--- src/rtl/fft_pkg.sv ---
// Shared FFT types: scheduler state encoding and the write-back delay-line entry.
// Address fields are sized for the largest supported transform (N_POINTS <= 2**FFT_MAX_AW).
package fft_pkg;

    localparam int FFT_MAX_AW = 16;

    typedef enum logic [1:0] {
        ST_IDLE  = 2'd0,
        ST_RUN   = 2'd1,
        ST_DRAIN = 2'd2,
        ST_DONE  = 2'd3
    } fft_sched_state_t;

    typedef struct packed {
        logic                  valid;
        logic [FFT_MAX_AW-1:0] addr_a;
        logic [FFT_MAX_AW-1:0] addr_b;
    } fft_wb_t;

endpackage

--- src/rtl/fft_wb_delay.sv ---
// Write-back delay line: carries {valid, addr_a, addr_b} from issue to write-back.
// Latency BFLY_LAT cycles; no backpressure, one entry shifts per cycle; synchronous clear.
module fft_wb_delay
    import fft_pkg::*;
#(
    parameter int BFLY_LAT = 3
) (
    input  logic    i_clk,
    input  logic    i_clr,
    input  fft_wb_t i_wb,
    output fft_wb_t o_wb
);

    fft_wb_t r_pipe [BFLY_LAT];

    always_ff @(posedge i_clk) begin
        if (i_clr) begin
            for (int i = 0; i < BFLY_LAT; i++) begin
                r_pipe[i] <= '0;
            end
        end else begin
            r_pipe[0] <= i_wb;
            for (int i = 1; i < BFLY_LAT; i++) begin
                r_pipe[i] <= r_pipe[i-1];
            end
        end
    end

    assign o_wb = r_pipe[BFLY_LAT-1];

endmodule

--- src/rtl/fft_bfly_sched.sv ---
// In-place radix-2 DIT FFT sequencer: one butterfly issue per cycle, write-back BFLY_LAT later.
// Latency L*(N/2+BFLY_LAT)+1 cycles start-to-done; no backpressure, datapath must accept every issue.
// Optional FFT_SCHED_IFFT_EN adds i_inverse (latched at start) and o_tw_conj.
module fft_bfly_sched
    import fft_pkg::*;
#(
    parameter  int N_POINTS = 64,
    parameter  int BFLY_LAT = 3,
    localparam int L        = $clog2(N_POINTS),
    localparam int AW       = L,
    localparam int SW       = $clog2(L)
) (
    input  logic          i_clk,
    input  logic          i_rst,
    input  logic          i_start,
`ifdef FFT_SCHED_IFFT_EN
    input  logic          i_inverse,
    output logic          o_tw_conj,
`endif
    output logic          o_busy,
    output logic          o_done,
    output logic [SW-1:0] o_stage,
    output logic          o_rd_en,
    output logic [AW-1:0] o_rd_addr_a,
    output logic [AW-1:0] o_rd_addr_b,
    output logic [AW-2:0] o_tw_idx,
    output logic          o_wr_en,
    output logic [AW-1:0] o_wr_addr_a,
    output logic [AW-1:0] o_wr_addr_b
);

    localparam int KW = L - 1;
    localparam int DW = $clog2(BFLY_LAT + 1);

    fft_sched_state_t r_state;
    logic [KW-1:0]    r_k;
    logic [SW-1:0]    r_stage;
    logic [DW-1:0]    r_drain;
    logic             r_busy;
    logic             r_done;
    logic             r_rd_en;
    logic [AW-1:0]    r_rd_addr_a;
    logic [AW-1:0]    r_rd_addr_b;
    logic [AW-2:0]    r_tw_idx;
`ifdef FFT_SCHED_IFFT_EN
    logic             r_tw_conj;
`endif

    logic [AW-1:0] w_k;
    logic [AW-1:0] w_half;
    logic [AW-1:0] w_pos;
    logic [AW-1:0] w_addr_a;
    logic [AW-1:0] w_addr_b;
    logic [AW-1:0] w_tw;
    logic          w_last_k;
    logic          w_last_stage;
    logic          w_last_drain;

    // Group base is k with its low s bits cleared and shifted up one: grp*2*half.
    always_comb begin
        w_k      = AW'(r_k);
        w_half   = AW'(1) << r_stage;
        w_pos    = w_k & (w_half - AW'(1));
        w_addr_a = (((w_k >> r_stage) << 1) << r_stage) | w_pos;
        w_addr_b = w_addr_a + w_half;
        w_tw     = w_pos << (AW'(L - 1) - AW'(r_stage));
    end

    assign w_last_k     = (r_k == KW'(N_POINTS / 2 - 1));
    assign w_last_stage = (r_stage == SW'(L - 1));
    assign w_last_drain = (r_drain == DW'(BFLY_LAT - 1));

    always_ff @(posedge i_clk) begin
        if (i_rst) begin
            r_state     <= ST_IDLE;
            r_k         <= '0;
            r_stage     <= '0;
            r_drain     <= '0;
            r_busy      <= 1'b0;
            r_done      <= 1'b0;
            r_rd_en     <= 1'b0;
            r_rd_addr_a <= '0;
            r_rd_addr_b <= '0;
            r_tw_idx    <= '0;
`ifdef FFT_SCHED_IFFT_EN
            r_tw_conj   <= 1'b0;
`endif
        end else begin
            r_done  <= 1'b0;
            r_rd_en <= 1'b0;
            case (r_state)
                ST_IDLE: begin
                    if (i_start) begin
                        r_state <= ST_RUN;
                        r_busy  <= 1'b1;
                        r_k     <= '0;
                        r_stage <= '0;
                        r_drain <= '0;
`ifdef FFT_SCHED_IFFT_EN
                        r_tw_conj <= i_inverse;
`endif
                    end
                end
                ST_RUN: begin
                    r_rd_en     <= 1'b1;
                    r_rd_addr_a <= w_addr_a;
                    r_rd_addr_b <= w_addr_b;
                    r_tw_idx    <= w_tw[AW-2:0];
                    r_k         <= r_k + KW'(1);
                    if (w_last_k) begin
                        r_k     <= '0;
                        r_drain <= '0;
                        r_state <= ST_DRAIN;
                    end
                end
                // Hold off the next stage until the last write-back of this one has issued.
                ST_DRAIN: begin
                    r_drain <= r_drain + DW'(1);
                    if (w_last_drain) begin
                        r_drain <= '0;
                        if (w_last_stage) begin
                            r_state <= ST_DONE;
                        end else begin
                            r_stage <= r_stage + SW'(1);
                            r_state <= ST_RUN;
                        end
                    end
                end
                ST_DONE: begin
                    r_done  <= 1'b1;
                    r_busy  <= 1'b0;
                    r_stage <= '0;
                    r_state <= ST_IDLE;
                end
                default: r_state <= ST_IDLE;
            endcase
        end
    end

    fft_wb_t w_wb_in;
    fft_wb_t w_wb_out;
    logic    w_unused;

    always_comb begin
        w_wb_in        = '0;
        w_wb_in.valid  = r_rd_en;
        w_wb_in.addr_a = FFT_MAX_AW'(r_rd_addr_a);
        w_wb_in.addr_b = FFT_MAX_AW'(r_rd_addr_b);
    end

    fft_wb_delay #(
        .BFLY_LAT (BFLY_LAT)
    ) u_wb_delay (
        .i_clk (i_clk),
        .i_clr (i_rst),
        .i_wb  (w_wb_in),
        .o_wb  (w_wb_out)
    );

    assign w_unused    = |{w_wb_out.addr_a >> AW, w_wb_out.addr_b >> AW};

    assign o_busy      = r_busy;
    assign o_done      = r_done;
    assign o_stage     = r_stage;
    assign o_rd_en     = r_rd_en;
    assign o_rd_addr_a = r_rd_addr_a;
    assign o_rd_addr_b = r_rd_addr_b;
    assign o_tw_idx    = r_tw_idx;
    assign o_wr_en     = w_wb_out.valid;
    assign o_wr_addr_a = AW'(w_wb_out.addr_a);
    assign o_wr_addr_b = AW'(w_wb_out.addr_b);
`ifdef FFT_SCHED_IFFT_EN
    assign o_tw_conj   = r_tw_conj;
`endif

endmodule

--- config.mk ---
export PLATFORM = sky130hd
export DESIGN_NAME = fft_bfly_sched
export DESIGN_NICKNAME = d
export VERILOG_FILES = /design/src/rtl/fft_pkg.sv /design/src/rtl/fft_wb_delay.sv /design/src/rtl/fft_bfly_sched.sv
export SDC_FILE = /design/constraint.sdc
export NUM_CORES = 1
export LEC_CHECK = 0
export CAP_MARGIN = 20
export CORE_ASPECT_RATIO = 0.8
export CORE_MARGIN = 2
export CORE_UTILIZATION = 59
export CTS_CLUSTER_SIZE = 8
export DETAILED_ROUTE_END_ITERATION = 12
export PLACE_DENSITY = 0.86
export SKIP_LAST_GASP = 1
export SYNTH_ARGS = -nofsm -noshare
export SYNTH_HDL_FRONTEND = slang
export SYNTH_SLANG_ARGS = --single-unit
--- constraint.sdc ---
create_clock -name i_clk -period 5.93 [get_ports i_clk]
set_input_delay 0.593 -clock i_clk [delete_from_list [all_inputs] [get_ports i_clk]]
set_output_delay 0.593 -clock i_clk [all_outputs]
set_load 0.005 [all_outputs]
==> After elaboration in Yosys (flattened, before gate mapping) <==
Memory sizes are Yosys's and may differ from the RTL's.
Cells that the tools add are included.
{ "op_classes": {"n_div": 0, "shift": 4, "n_mux": 26, "mul": 0, "bitwise_logic": 5, "eq_ne": 10, "n_addsub": 6, "n_lt_le_gt_ge": 0, "reduce_logical": 10} }
{ "ops": {"columns": ["op", "count"], "rows": [
  ["33-bit two-way mux", 3],
  ["2-bit two-way mux", 7],
  ["5-bit two-way mux", 2],
  ["5-bit one-hot mux with 2 select lines", 1],
  ["3-bit two-way mux", 3],
  ["3-bit one-hot mux with 3 select lines", 1],
  ["2-bit != test (second input constant)", 4],
  ["2-bit one-hot mux with 4 select lines", 1],
  ["6-bit adder", 1],
  ["5-bit by 6-bit AND with 6-bit output", 1],
  ["2-bit equality test (second input constant)", 3],
  ["1-bit two-way mux", 6],
  ["6-bit OR", 1],
  ["2-bit one-hot mux with 3 select lines", 1],
  ["3-bit AND reduction", 2],
  ["3-bit nonzero test", 2],
  ["1-bit by 3-bit left shift with 6-bit output (first input constant)", 1],
  ["6-bit by 3-bit left shift with 6-bit output", 1],
  ["6-bit by 6-bit left shift with 5-bit output", 1],
  ["6-bit by 1-bit subtractor with 6-bit output (second input constant)", 1],
  ["5-bit by 1-bit adder with 5-bit output (second input constant)", 1],
  ["5-bit equality test (second input constant)", 1],
  ["5-bit by 3-bit >> shifter with 5-bit output", 1],
  ["2-bit AND reduction", 2],
  ["10 further kinds", 13]
]} }
{ "word_totals": {"ram_bits": 99, "mem_count": 1, "ff_bits": 32, "rom_bits": 0, "latch_bits": 0, "output_inout_bits": 36} }
{ "mem_list": {"columns": ["memory", "depth", "word_bits", "read_ports", "rd_ports_with_merged_regs", "write_ports", "line", "source"], "rows": [
  ["u_wb_delay.r_pipe", 3, 33, 3, 0, 3, "fft_wb_delay.sv:14", "fft_wb_t r_pipe [BFLY_LAT];"]
]} }

==> Logic depth before layout (Yosys ltp) <==
Gate-level depths: netlist of the first run.
{ "logic_depth": {"ltp_word": 5, "ltp_mapped": 13, "depth_no_buf": 12} }

==> Modules after synthesis <==
A second synthesis of the first run with hierarchy kept.
{ "unflattened": {"cells_unflattened": 478, "hier_area_um2": 4884.7} }
{ "modules_own_cells": {"columns": ["mod", "area_per_inst_um2", "n_inst", "cells_per_inst"], "rows": [
  ["fft_wb_delay", 2922.8, 1, 242],
  ["fft_bfly_sched", 1961.9, 1, 236]
]} }

==> Worst setup path before layout of the first run <==
No wires, ideal clock.
{ "synth_timing": {"path_kind": "register to register", "from": "reg r_stage[1], in the netlist o_stage[1]", "to": "reg r_rd_addr_b[5], in the netlist o_rd_addr_b[5]", "arrival_time_ns": 2.427, "path_buffers": 1, "path_stages_with_launch": 13, "required_time_ns": 5.806, "setup_slack_ns": 3.379, "synth_period_minus_slack_ns": 2.551, "path_cell_list": "dfxtp_1 buf_6 inv_1 ha_1 xnor2_1 and2_1 a31o_1 ha_1 a21oi_1 nor2_1 a211oi_1 xor2_1 a2bb2oi_1"} }
{ "synth_between": {"elab_chain_len": 5, "word_cells_on_any_way": 7} }
{ "synth_rtl": {"columns": ["element", "line", "source"], "rows": [
  ["start, declared", "fft_bfly_sched.sv:37", "logic [SW-1:0] r_stage;"],
  ["start signal, assigned", "fft_bfly_sched.sv:124", "r_stage <= r_stage + SW'(1);"],
  ["1-bit by 3-bit left shift with 6-bit output", "fft_bfly_sched.sv:62", "w_half = AW'(1) << r_stage;"],
  ["6-bit by 1-bit subtractor with 6-bit output", "fft_bfly_sched.sv:63", "w_pos = w_k & (w_half - AW'(1));"],
  ["5-bit by 6-bit AND with 6-bit output", "fft_bfly_sched.sv:63", null],
  ["6-bit OR (*)", "fft_bfly_sched.sv:64", "w_addr_a = (((w_k >> r_stage) << 1) << r_stage) | w_pos;"],
  ["via w_addr_a[2]", "fft_bfly_sched.sv:52", "logic [AW-1:0] w_addr_a;"],
  ["6-bit adder (*)", "fft_bfly_sched.sv:65", "w_addr_b = w_addr_a + w_half;"],
  ["end signal, assigned", "fft_bfly_sched.sv:107", "r_rd_addr_b <= w_addr_b;"],
  ["end, declared", "fft_bfly_sched.sv:43", "logic [AW-1:0] r_rd_addr_b;"]
]} }
The timed path passes the listed nets; every way through them passes the cells marked *.
A chain may end at the register's enable or synchronous reset.

==> Final worst setup path of the first run <==
{ "layout_timing": {"from": "reg r_stage[0], in the netlist o_stage[0]", "to": "reg r_rd_addr_b[5], in the netlist o_rd_addr_b[5]"} }
Same word-level chain as after synthesis.

==> results.md, run 1 <==
- Status: complete, no violations
- Pre-antenna DRT Iters: 4
- H-tree Lvls: 3
- Final-stage net count: 364
- Hpwl dp: 3.88 mm
- Syn avg cell area: 9.53 µm²
- Post-Synthesis Cell Area: 3010 µm²
- Initial cell density of the core: 0.608
- Ys async rst share: 0
- Share of the yosys chip area belonging to registers: 0.472
- Top cells by area, synth: dfxtp_1 47%, nor2b_1 9.6%, ha_1 7.9%
- Worst EP required: 6120 ps
- CP Max Fanout: 17
- Main flop type after synthesis: dfxtp_1
- Wire per inst: 13.8 µm
- Slew Limit Headroom: 0.423
- Proportion of netlist area held by the largest area contributor: 0.472
- Synth cell count leaders: 71 x dfxtp_1, 46 x nor2b_1, 33 x nor2_1, 19 x ha_1, 17 x nand2_1
- CTS tree: done
- RSZ-0062 raised after global routing: no
- Post-CTS setup buffers: 0
- Setup violators final: 0
- PD cells: 365 nW/µm²
- Post-Route Skew: 6.29 ps
- Ys Warns: 0
- Area delta synth->final: 16.6%
- Crit. End Element: flip-flop
- Cells after synthesis: 316
- Drt drc: 0
- Min cycle time layout: 3100 ps
- Clk sinks: 71
- Crit path kind: reg -> reg
- GPL Wtd Cong: 0.860
- Power Total: 1.28 mW
- Largest net degree at the start of global routing: 65
- Max IR drop VDD: 0.246 mV
- Row count: 23
- Max Clock Freq: 323 MHz
- Most numerous cell in the Yosys netlist: dfxtp_1
- Post-synth EDFFs: 0
- Crit path DAT: 3290 ps
- Seq cells post-synth: 71
- Largest area contributor in the netlist: dfxtp_1
- GRT Total Usage: 0.206
- CTS Hold Bufs: 0
- ANT nets after route: 0
- Total number of vias: 2176
- DIE WIDTH: 83.9 µm
- Fin crit share: 0.522
- Slew Viols, Final: 0
- Die Y: 67.9 µm
- Final worst setup slack: 2830 ps
- Resized cells post-CTS: 0
- Vias in the first global route: 1840
- Total die area: 5690 µm²
- Vias per inst: 5.33
- First-pass GRT wire length: 8.90 mm
- Worst Setup Start Kind: flip-flop
- IO Pins: 39
- Hold violation total from the final report: 0
- Synthesized Nets: 339
- GRT overflow: 0
- Initial antenna violation count: 0
- Core area: 4950 µm²
- Min-delay worst type: reg -> reg
- Diode count: 0
- Max Cap Violations: 0
- CTS Buf Count: 9
- CTS clock-pin slew for the worst setup and hold paths: 70 ps
- I/O Buffers: 38
- Pre-CTS setup slack: 2890 ps
- P_leak: 1.39 nW
- CTS root buffer: clkbuf_8
- Yosys cell types: 49
- Fill cells: 358
- Worst-Skew Late Latency: 340 ps
- Worst-Margin Slew: 865 ps
- Clock Path Buffers: 2
- Setup TNS: 0 ps
- Final wirelength: 5.62 mm
- Layout cells sized above 1: 0.0723
- Starting DRC count in detailed routing: 104
[layout by cell type, fill, tap and decap left out, types with 3 or more instances in the layout]
| master | Yosys | final |
|---|---|---|
| dfxtp_1 | 71 | 71 |
| nor2b_1 | 46 | 46 |
| clkdlybuf4s50_1 | 0 | 37 |
| nor2_1 | 33 | 33 |
| ha_1 | 19 | 19 |
| nand2_1 | 17 | 17 |
| a21oi_1 | 14 | 14 |
| inv_1 | 11 | 11 |
| clkbuf_8 | 0 | 9 |
| xnor2_1 | 7 | 7 |
| nor3_1 | 6 | 6 |
| nand3_1 | 6 | 6 |
| mux2i_1 | 5 | 5 |
| o21ai_0 | 5 | 5 |
| nand4_1 | 4 | 4 |
| clkinvlp_4 | 0 | 4 |
| a21o_1 | 3 | 3 |
| a211oi_1 | 3 | 3 |
| xor2_1 | 3 | 3 |
| a22oi_1 | 3 | 3 |
| a31oi_1 | 3 | 3 |
[final timing paths]
check / start / endpoint / slack [ps] / cells past startpoint
worst min register to register: u_wb_delay.r_pipe[0][35] / u_wb_delay.r_pipe[0][68] / 430 / 1
worst min-delay path: u_wb_delay.r_pipe[0][35] / u_wb_delay.r_pipe[0][68] / 430 / 1
worst max register to register: o_stage[0] / o_rd_addr_b[5] / 2830 / 12
worst max-delay path: o_stage[0] / o_rd_addr_b[5] / 2830 / 12
[sequential cells by signal, summed over array words and instances (netlist names)]
name,flops
o_rd_addr_b,6
o_busy,1
r_state,2
u_wb_delay.r_pipe,39
r_drain,2
r_k,5
o_done,1
o_tw_idx,5
o_stage,3
o_rd_en,1
o_rd_addr_a,6
[worst max-delay path, stage by stage, from the launching register on]
cell and delay (ps):
dfxtp_1 660, inv_1 190, ha_1 260, nor2b_4 140
xnor2_1 170, and2_1 190, a31o_1 210, ha_1 340
a21oi_1 210, nor2_1 80, a211oi_1 240, xor2_1 180
a2bb2oi_1 80
[layout make-up]
| type | count | area (µm²) | share of cell area |
|---|---|---|---|
| tap | 62 | 77.6 | 0.0221 |
| clock inverter | 6 | 68.8 | 0.0196 |
| inverter | 11 | 41.3 | 0.0118 |
| sequential | 71 | 1420 | 0.405 |
| timing repair buffer | 39 | 383 | 0.109 |
| clock buffer | 10 | 128 | 0.0364 |
| multi-input combinational | 209 | 1390 | 0.396 |
[per-stage QoR]
step                      instances  utilization  hold WS, ps  area (µm²)
after detailed placement        392        0.669          420        3310
after floorplan                 316            -          414        3010
after global placement          392        0.669          415        3310
after global routing            408        0.709          443        3510
final                           408        0.709          429        3510
after CTS                       408        0.709          430        3510
[per-layer routing]
layer	track usage	wire (µm)
met3	0.0627	349
met1	0.265	2670
met2	0.326	2540
met5	0	0
met4	0.0927	57
[report_power, final]
group	leakage (nW)	switching, mW	internal, mW	total (mW)
Combinational	0.731	0.172	0.153	0.325
Clock	0.0851	0.179	0.195	0.374
Sequential	0.576	0.0429	0.538	0.581
[cells by family after synthesis]
| family | count (synthesis) | share of synthesized area |
|---|---|---|
| buffers and inverters | 36 | 0.0661 |
| adders and majority gates | 20 | 0.0856 |
| xor gates and xnor gates | 10 | 0.0291 |
| and+or+nand+nor | 123 | 0.214 |
| other | 1 | 0.00125 |
| muxes | 5 | 0.0166 |
| DFF | 71 | 0.472 |
| AOI/OAI and AO/OA | 50 | 0.115 |
(Power assumes the default switching activity.)
==> run 2, diff against run 1 <==
CORE_UTILIZATION = 54   (was 59)
PLACE_DENSITY = 0.8   (was 0.86)
clock period = 3.2 ns   (was 5.93 ns; I/O delays follow)
==> run 2 against run 1 <==
Critical path depth shrank 1. Register-to-register slack lost 2300 ps. Sequential power grew 84%. Die area grew 8.8%. Combinational power grew 86%. Clock skew grew 3.7 ps. First-iteration DRC count grew 11%.
==> results.md, run 2 (synthesized netlist as in run 1, its figures left out) <==
- Max Clock Freq: 378 MHz
- Crit path DAT: 2870 ps
- GRT Total Usage: 0.182
- Pre-antenna DRT Iters: 4
- Cell family with most CP delay: compound AO/OA/AOI/OAI gates
- DIE WIDTH: 87.5 µm
- Total number of vias: 2126
- DP Area: 3350 µm²
- Max FFs per register: 39
- Diode count: 0
- Worst-Skew Late Latency: 340 ps
- Largest reg by FF count: u_wb_delay.r_pipe
- Finished Cell Area: 3540 µm²
- Post-CTS setup buffers: 0
- First-pass GRT wire length: 8.84 mm
- Clock Path Buffers: 2
- Fin crit share: 0.827
- Final-stage net count: 369
- RSZ-0062 raised after global routing: no
- Worst-Margin Slew: 553 ps
- Row count: 24
- Area delta synth->final: 17.7%
- Worst Setup Start Kind: flip-flop
- ANT nets after route: 0
- Max Cap Violations: 0
- Status: complete, no violations
- CTS tree: done
- Total die area: 6190 µm²
- H-tree Lvls: 3
- Crit path buf inv count: 1
- Max IR drop VDD: 0.412 mV
- Starting DRC count in detailed routing: 115
- CTS Hold Bufs: 0
- Hold violation total from the final report: 0
- CTS clock-pin slew for the worst setup and hold paths: 80 ps
- Worst EP required: 3430 ps
- IO Pins: 39
- Hpwl dp: 3.68 mm
- Wire per inst: 12.5 µm
- GRT overflow: 0
- Die Y: 70.8 µm
- Crit path kind: reg -> reg
- Critical path's slowest cell: dfxtp_1
- Vias per inst: 5.11
- PD cells: 659 nW/µm²
- Resized cells post-CTS: 0
- Slew Viols, Final: 0
- Final wirelength: 5.18 mm
- Crit-path cells: inv_1, ha_1, xnor2_1, and2_1, a31o_1, ha_1, a21oi_1, nor2_1, a211oi_1, xor2_1, a2bb2oi_1
- Most frequent cells in the layout: 71 x dfxtp_1, 46 x nor2b_1, 37 x clkdlybuf4s50_1
- Fill cells: 445
- Vias in the first global route: 1877
- Power Total: 2.34 mW
- Setup TNS: 0 ps
- Initial cell density of the core: 0.557
- Worst path most repeated cell: ha_1
- Core area: 5410 µm²
- Clk sinks: 71
- Setup violators final: 0
- Min cycle time layout: 2650 ps
- Most common cell after layout, fill and taps aside: dfxtp_1
- P_leak: 1.42 nW
- Initial antenna violation count: 0
- Crit. End Element: flip-flop
- Post-Route Skew: 9.99 ps
- I/O Buffers: 38
- Largest stage delay on the critical path: 400 ps
- Util after Layout: 0.656
- CTS Buf Count: 9
- Drt drc: 0
- CTS root buffer: clkbuf_8
- Largest net degree at the start of global routing: 35
- CP Max Fanout: 7
- Layout cells sized above 1: 0.0883
- Min-delay worst type: reg -> reg
- Slew Limit Headroom: 0.631
- GPL Wtd Cong: 0.967
## run 2: changes by cell type in the layout (fill, tap and decap cells not counted)
cell	change
clkinvlp_4	-1
clkinv_8	+1
clkbuf_1	-1
bufinv_16	-1
buf_4	+5
inv_6	+2
## run 2: routing by layer
layer	GRT usage	up-vias	wire length [µm]
li1	-	1106	-
met1	0.246	945	2520
met2	0.263	69	2260
met3	0.0688	6	347
met4	0.0718	0	53
met5	0	-	0
## run 2: area by class of cell
| class | instances | area (µm²) | area share |
|---|---|---|---|
| flip-flops and latches | 71 | 1420 | 0.401 |
| well taps | 65 | 81.3 | 0.0230 |
| clock inverters | 7 | 65.1 | 0.0184 |
| repair buffers | 44 | 420 | 0.119 |
| clock buffers | 9 | 124 | 0.0350 |
| multi-input cells | 209 | 1390 | 0.392 |
| inverters | 11 | 41.3 | 0.0117 |
## run 2: worst paths after layout
check | from | end | slack (ps) | cells past startpoint
worst max-delay path | o_stage[1] | o_rd_addr_b[5] | 550 | 11
worst min-delay path | u_wb_delay.r_pipe[0][54] | u_wb_delay.r_pipe[0][87] | 430 | 1
worst max register to register | o_stage[1] | o_rd_addr_b[5] | 550 | 11
worst min register to register | u_wb_delay.r_pipe[0][54] | u_wb_delay.r_pipe[0][87] | 430 | 1
## run 2: stage by stage
stage / hold slack, ps / worst slack [ps] / instances
after floorplan: 414 / 649 / 316
after global placement: 415 / 736 / 400
after detailed placement: 420 / 572 / 400
after CTS: 435 / 541 / 416
after global routing: 445 / 311 / 416
final: 432 / 554 / 416
## run 2: report_power, final
group          switching, mW  total [mW]  internal, mW
combinational          0.311       0.606         0.296
clock                  0.365       0.660         0.295
sequential            0.0732        1.07         0.996
total                  0.748        2.34          1.59
==> run 3, diff against run 2 <==
clock period = 2.7 ns   (was 3.2 ns; I/O delays follow)
==> run 3 against run 2 <==
Die area did not move. Critical path type unchanged. Register-to-register slack lost 360 ps. Sequential cell count did not move. Cell count up 0.72%. Maximum frequency is 5.7% higher.
==> results.md, run 3 (synthesized netlist as in run 1, its figures left out) <==
- Hold path cells: 2
- GRT Total Usage: 0.198
- Layout Cells excl Fill: 419
- DIE WIDTH: 87.5 µm
- Die Y: 70.8 µm
- Layout cells sized above 1: 0.102
- RR Startpoint: o_stage[0]
- Largest reg by FF count: u_wb_delay.r_pipe
- P_leak: 1.44 nW
- Drt drc: 0
- I/O Buffers: 38
- Power Total: 2.77 mW
- Status: complete, no violations
- Most common cell after layout, fill and taps aside: dfxtp_1
- Diode count: 0
- Pre-antenna DRT Iters: 4
- Util after Layout: 0.659
- Max IR drop VDD: 0.464 mV
- Row count: 24
- Min cycle time layout: 2500 ps
- CTS root buffer: clkbuf_8
- Worst-Skew Late Latency: 350 ps
- Number of placed instances, taps included: 403
- Slew Viols, Final: 0
- Met1 GRT Util: 0.265
- R2R Path End: o_rd_addr_b[5]
- CTS clock-pin slew for the worst setup and hold paths: 80 ps
- Area delta synth->final: 18.3%
- Cells on worst reg2reg path: 12
- Hold violation total from the final report: 0
- Hold WS: 319 ps
- Vias per inst: 5.39
- Worst EP required: 2930 ps
- WHS Endpoint: r_drain[1]
- Initial cell density of the core: 0.557
- Final worst setup slack: 196 ps
- Max Cap Violations: 0
- Worst Setup Start Kind: flip-flop
- Min-delay worst type: in -> reg
- Max FFs per register: 39
- CTS Buf Count: 9
- Max Clock Freq: 399 MHz
- Clk sinks: 71
- RSZ-0062 raised after global routing: no
- Crit path DAT: 2730 ps
- R2R Setup Slk: 200 ps
- GRT overflow: 0
- Clock Path Buffers: 2
- First-pass GRT wire length: 9.41 mm
- Final wirelength: 5.80 mm
- Vias in the first global route: 1976
- Finished Cell Area: 3560 µm²
- Initial antenna violation count: 0
- Crit. End Element: flip-flop
- Crit path kind: reg -> reg
- Starting DRC count in detailed routing: 113
- Most frequent cells in the layout: 71 x dfxtp_1, 46 x nor2b_1, 37 x clkdlybuf4s50_1
- Setup violators final: 0
- GRT Max-Usage Layer: met2
- Hpwl dp: 4.10 mm
- Pre-CTS setup slack: 141 ps
- Total die area: 6190 µm²
- PD cells: 778 nW/µm²
- Wire per inst: 13.8 µm
- Core area: 5410 µm²
- Setup TNS: 0 ps
- Met3 GRT Util: 0.0653
- CTS Hold Bufs: 0
- Worst Min Path Start: i_rst
- Total number of vias: 2257
- CP Max Fanout: 16
- IO Pins: 39
- ANT nets after route: 0
- Post-Route Skew: 8.09 ps
- Met2 usage: 0.296
- Fin crit share: 0.928
- CTS tree: done
- H-tree Lvls: 3
- DP Area: 3380 µm²
- Largest net degree at the start of global routing: 27
- GPL Wtd Cong: 1.01
- Final-stage net count: 372
run 3: cell count changes in the layout (fill, tap and decap cells not counted):
cell	delta
clkinvlp_4	-1
inv_6	-1
inv_2	+1
clkinv_8	-1
a21oi_1	-1
clkinv_2	+2
a21oi_2	+1
clkbuf_8	+1
inv_1	-1
buf_4	+3
run 3: worst max-delay path by stage:
stage	startpoint	cells past startpoint	end	slack (ps)
floorplan	o_stage[1]	12	o_rd_addr_b[5]	150
global placement	o_stage[1]	11	o_rd_addr_b[5]	260
detailed placement	o_stage[1]	11	o_rd_addr_b[5]	140
CTS	o_stage[1]	11	o_rd_addr_b[5]	120
global route	o_stage[0]	12	o_rd_addr_b[5]	20
finish	o_stage[0]	12	o_rd_addr_b[5]	200
run 3: worst max-delay path: stages (launching register included):
cell       delay [ps]
dfxtp_1           310
buf_4             190
ha_1              270
nor3_1            180
nor2_1             70
xnor2_1           170
a32o_1            240
ha_1              340
nand2_1            90
nor2_1             40
a211oi_1          210
xor2_1            180
a2bb2oi_1          80
run 3: power breakdown:
part	switching [mW]	leakage, nW	internal, mW
combinational	0.386	0.772	0.350
clock	0.400	0.0891	0.361
sequential	0.0923	0.576	1.18
run 3: area by class of cell:
type	instances	area, µm²
Timing Repair Buffer	47	443
Clock inverter	6	42.5
Tap cell	65	81.3
Sequential cell	71	1420
Multi-Input combinational cell	209	1390
Fill cell	421	1840
Inverter	11	41.3
Clock buffer	10	138
run 3: what timing repair did:
| item | in CTS | in global routing |
|---|---|---|
| resized for setup | 0 | 2 |
| endpoints found under the setup margin | 0 | 1 |
| setup buffers | 0 | 0 |
run 3: per-layer routing:
| layer | up-vias | routed length, µm |
|---|---|---|
| li1 | 1109 | - |
| met1 | 1045 | 2670 |
| met5 | - | 0 |
| met2 | 93 | 2610 |
| met3 | 10 | 429 |
| met4 | 0 | 92 |
